### config.mk
export PLATFORM = sky130hd
export DESIGN_NAME = draw_rect_gen
export DESIGN_NICKNAME = d
export VERILOG_FILES = /design/src/rtl/draw_rect_gen.sv
export SDC_FILE = /design/constraint.sdc
export NUM_CORES = 1
export LEC_CHECK = 0
export ABC_AREA = 1
export CORE_MARGIN = 2
export CORE_UTILIZATION = 62
export DETAILED_ROUTE_END_ITERATION = 10
export GPL_TIMING_DRIVEN = 0
export PLACE_DENSITY = 0.9
export SKIP_LAST_GASP = 1
export SLEW_MARGIN = 20
export SYNTH_ARGS = -nofsm -noshare
export SYNTH_HDL_FRONTEND = slang
export SYNTH_SLANG_ARGS = --single-unit
### constraint.sdc
create_clock -name _clock -period 15.8 [get_ports _clock]
set_clock_uncertainty 0.1 [all_clocks]
set_input_delay 3.16 -clock _clock [delete_from_list [all_inputs] [get_ports _clock]]
set_output_delay 3.16 -clock _clock [all_outputs]
set_load 0.1 [all_outputs]
### src/rtl/draw_rect_gen.sv
// ============================================================================
// Module   : draw_rect_gen
// Purpose  : Streams every point of an outline or filled rectangle in raster
//            order over a valid/ready interface.
// Revision : 1.0
// ============================================================================
`default_nettype none

module draw_rect_gen #(
   parameter int DATA_W = 32
) (
   input  logic              _clock,
   input  logic              _reset,
   input  logic              _start,
   input  logic [DATA_W-1:0] s_x,
   input  logic [DATA_W-1:0] s_y,
   input  logic [DATA_W-1:0] height,
   input  logic [DATA_W-1:0] width,
   input  logic              fill,
   input  logic              _ready,
   output logic              _valid,
   output logic [DATA_W-1:0] _out0,
   output logic [DATA_W-1:0] _out1,
   output logic              _busy,
   output logic              _done
);

   localparam logic [DATA_W-1:0] c_one = DATA_W'(1);

   typedef enum logic [1:0] {
      S_IDLE = 2'd0,
      S_RUN  = 2'd1,
      S_DONE = 2'd2
   } state_t;

   state_t            r_state;
   logic [DATA_W-1:0] r_x, r_y, r_h_last, r_w_last;
   logic              r_fill;
   logic [DATA_W-1:0] r_row, r_col;

   logic [DATA_W-1:0] w_next_row, w_next_col;
   logic              w_last;

   // Interior outline rows jump straight from the left edge to the right edge.
   always_comb begin
      w_next_row = r_row;
      w_next_col = r_col;
      w_last     = (r_row == r_h_last) && (r_col == r_w_last);
      if (r_col == r_w_last) begin
         w_next_row = r_row + c_one;
         w_next_col = '0;
      end else if (r_fill || (r_row == '0) || (r_row == r_h_last)) begin
         w_next_col = r_col + c_one;
      end else begin
         w_next_col = r_w_last;
      end
   end

   always_ff @(posedge _clock or posedge _reset) begin
      if (_reset) begin
         r_state  <= S_IDLE;
         r_x      <= '0;
         r_y      <= '0;
         r_h_last <= '0;
         r_w_last <= '0;
         r_fill   <= 1'b0;
         r_row    <= '0;
         r_col    <= '0;
         _valid   <= 1'b0;
         _out0    <= '0;
         _out1    <= '0;
         _busy    <= 1'b0;
         _done    <= 1'b0;
      end else begin
         case (r_state)
            S_RUN: begin
               if (!_valid) begin
                  // First cycle after the accept loads the origin point.
                  _valid <= 1'b1;
                  _out0  <= r_x + r_row;
                  _out1  <= r_y + r_col;
               end else if (_ready) begin
                  if (w_last) begin
                     _valid  <= 1'b0;
                     _busy   <= 1'b0;
                     _done   <= 1'b1;
                     r_state <= S_DONE;
                  end else begin
                     r_row <= w_next_row;
                     r_col <= w_next_col;
                     _out0 <= r_x + w_next_row;
                     _out1 <= r_y + w_next_col;
                  end
               end
            end
            default: begin
               if (_start) begin
                  r_x      <= s_x;
                  r_y      <= s_y;
                  r_h_last <= height - c_one;
                  r_w_last <= width - c_one;
                  r_fill   <= fill;
                  r_row    <= '0;
                  r_col    <= '0;
                  _valid   <= 1'b0;
                  _done    <= 1'b0;
                  if ((height == '0) || (width == '0)) begin
                     r_state <= S_DONE;
                  end else begin
                     r_state <= S_RUN;
                     _busy   <= 1'b1;
                  end
               end else if (r_state == S_DONE) begin
                  _done <= 1'b1;
               end
            end
         endcase
      end
   end

endmodule

`default_nettype wire

==> metrics.txt <==
die area between 0.03 and 0.04 mm2; Seq cells post-synth between 200 and 300; IO Count 200; Post-Syn Area ~0.018 mm2; drt drc 0; Vias per Instance 5.886; total grt overflow 0; Sink Count 262; share of the yosys chip area belonging to registers 0.3674; CTS tree done; commonest non-fill, non-tap cell in the layout nand2_1; Final setup viols 0; CP Launch Type flop; router iterations before antenna repair 6; RSZ-0062 raised after global routing no; Slowest-stage cell, CP o21ai_0; first-pass GRT wire length approximately 90000 um; switching pwr 1.965 mW; synth warn 0; max-cap violation count 0; worst hold path stage count 2; Die Span Y 173.6 um; clk slew on worst S/H paths 0.07 ns; Max stage delay on crit path around 0.52 ns; dpl cell area ~0.02 mm2; Layout fillers 2234; vias 18505; Worst-Skew Late Latency 0.56 ns; Final GP Congestion 1.036; post-CTS setup buffers 0; Post-CTS Hold Fix Bufs 0; clock power share 0.182; Crit. End Element flop; Post-synth top flop dfrtp_1; switching share of power 0.5111; CTS Buf Count 28; Core Rows 62; CP Class flop to flop; crit path cell chain xnor2_1, nand2_1, nor3_1, nand2_1, nor2_1, nand2_1, buf_2, buf_2, xor2_1, o21ai_0, ha_1, inv_1, fa_1, o21ai_0, a21oi_1, o21ai_0, a21oi_1, or2_2, nand2_1, xor2_1, o21ai_0; post-route design area 0.02136 mm2; Flop pwr share 0.292; fin crit period approximately 5.8 ns; core area 0.02855 mm2; final worst-path cycle share 0.3655; drt total wl 58350 um; Comb pwr share 0.526; Bufs on Longest Clock Path 3; R2R depth 21; Final Max Tran Viols 0; status finished clean; via count of the first global-routing pass 17457; crit-path max FO 10; hpwl dp 45140 um; fmax 0.1731 GHz; Post-synth EDFFs 0; Slew @ Worst Pin 1.002 ns; Final ANT Viol Nets 0; syn_nets 2709; DR iter-0 viols 2134; fraction of final layout cells sized beyond drive strength 1 0.04493; H-Tree Depth 1; initial core utilization 0.6250; Cell Int Power 1.879 mW; post-DR wirelength/cell 18.56 um; final setup TNS 0 ns; Hold Vio Cnt, Final 0; WP depth 21; initial antenna violation count 0; async set-or-reset flop fraction in the synthesized netlist 1.000; critical path's top delay family compound AO/OA/AOI/OAI gates; slew margin rel. 0.3299; most frequent cells in the layout nand2_1 (751), dfrtp_1 (262), nor2_1 (241), inv_1 (233), o21ai_0 (200); Tot GR Track Use 0.3812; Avg Inst Size Synth 7.117 um2; Area growth syn-to-layout 19.70%; LEAKAGE 9.699 nW; PortBufs 199; PwrDens roughly 180 mW/mm2; critical path data arrival time roughly 6.1 ns; fin nets about 2900; CP required 16.13 ns; ant diodes 0; Hold Path Class flop to flop; worst vdd ir about 0.12 mV; Yosys cell types 50; die width 173.6 um; post-cts resize count 0; CTS Root Cell clkbuf_16; largest net degree at the start of global routing 99; Buf+Inv Stages, Crit Path 3; cells after synthesis 2507
kinds of logic after synthesis:
family,synth area share
buffers and inverters,0.07734
and+or+nand+nor,0.2720
xor gates and xnor gates,0.08737
DFF,0.3674
AOI/OAI and AO/OA,0.1466
adders and majority gates,0.04923
path summary, 6_finish.rpt:
| check | start | end | slack, ns |
|---|---|---|---|
| max in group asynchronous | _reset | r_w_last[13] | 11.25 |
| setup reg to reg | r_col[2] | _out0[30] | 10.02 |
| min in group asynchronous | _reset | _out0[26] | 3.03 |
| hold / removal | r_x[25] | r_x[25] | 0.38 |
| setup / recovery | r_col[2] | _out0[30] | 10.02 |
| hold reg to reg | r_x[25] | r_x[25] | 0.38 |
registers in the layout, summed over array words and instances, names as in the netlist:
register / cells
r_x: 32
_out0: 32
_busy: 1
r_fill: 1
_valid: 1
r_row: 32
r_y: 32
r_w_last: 32
r_state: 2
_done: 1
r_col: 32
r_h_last: 32
_out1: 32
tightest hold or removal path: cells and delay by family, from the launching register on:
kind,cells,cell delay (ns)
DFF,1,0.35
and+or+nand+nor,2,0.10
final cells by class:
type | count | area (um2) | area share
Buffer | 94 | 464.2 | 0.02173
Clock buffer | 34 | 774.5 | 0.03626
Timing Repair Buffer | 201 | 2047 | 0.09584
Sequential cell | 262 | 6556 | 0.3070
Tap cell | 384 | 480.5 | 0.02250
Clock inverter | 18 | 205.2 | 0.009608
Multi-Input combinational cell | 1907 | 9907 | 0.4639
Inverter | 244 | 923.4 | 0.04323
power by group through the flow:
stage / clock [mW] / sequential (mW) / combinational [mW]
6_report: 0.699 / 1.12 / 2.02
3_3_place_gp: 0 / 1.11 / 1.92
4_1_cts: 0.698 / 1.11 / 2.00
5_1_grt: 0.725 / 1.15 / 2.15
2_1_floorplan: 0 / 1.63 / 0.851
3_5_place_dp: 0 / 1.12 / 1.98
layer usage:
metal  share of wire  GRT usage
met4           0.031     0.1138
met1            0.42     0.5353
met5               0          0
met3            0.10    0.06798
met2            0.45     0.6070
cell usage after synthesis, types with 5 or more instances:
cell type  count  area share
nand2_1      751        0.16
nor3_1        39       0.011
o211ai_1       6      0.0025
o21ai_1       39       0.011
dfrtp_1      262        0.37
nor2_2         7      0.0025
xor2_1       107       0.053
inv_1        234       0.049
a31oi_1       31       0.011
clkbuf_1      52       0.011
clkbuf_2       8      0.0022
buf_2         18      0.0050
nand4_1       44       0.015
ha_1          67       0.047
inv_2          8      0.0017
o21bai_1      15      0.0063
xnor2_1       71       0.035
nand3_1       81       0.023
a21oi_1       88       0.025
buf_6          9      0.0057
or2_2         12      0.0042
o21a_1         5      0.0021
o21ai_0      200       0.056
nand3b_1       6      0.0025
nor2_1       241       0.051
o31ai_1       10      0.0042
o22ai_1       49       0.017
metrics by stage:
stage	util	cells	total power, mW	setup slack [ns]	hold slack, ns
6_report	0.7482	3144	3.844	10.02	0.3802
5_1_grt	0.7482	3144	4.025	9.842	0.4011
4_1_cts	0.7482	3144	3.810	10.28	0.3819
3_5_place_dp	0.7138	3092	3.097	9.884	0.3661
3_3_place_gp	0.7117	3090	3.031	2.220	0.3612
2_1_floorplan	-	2507	2.479	5.328	0.3426
(Power assumes the default switching activity.)
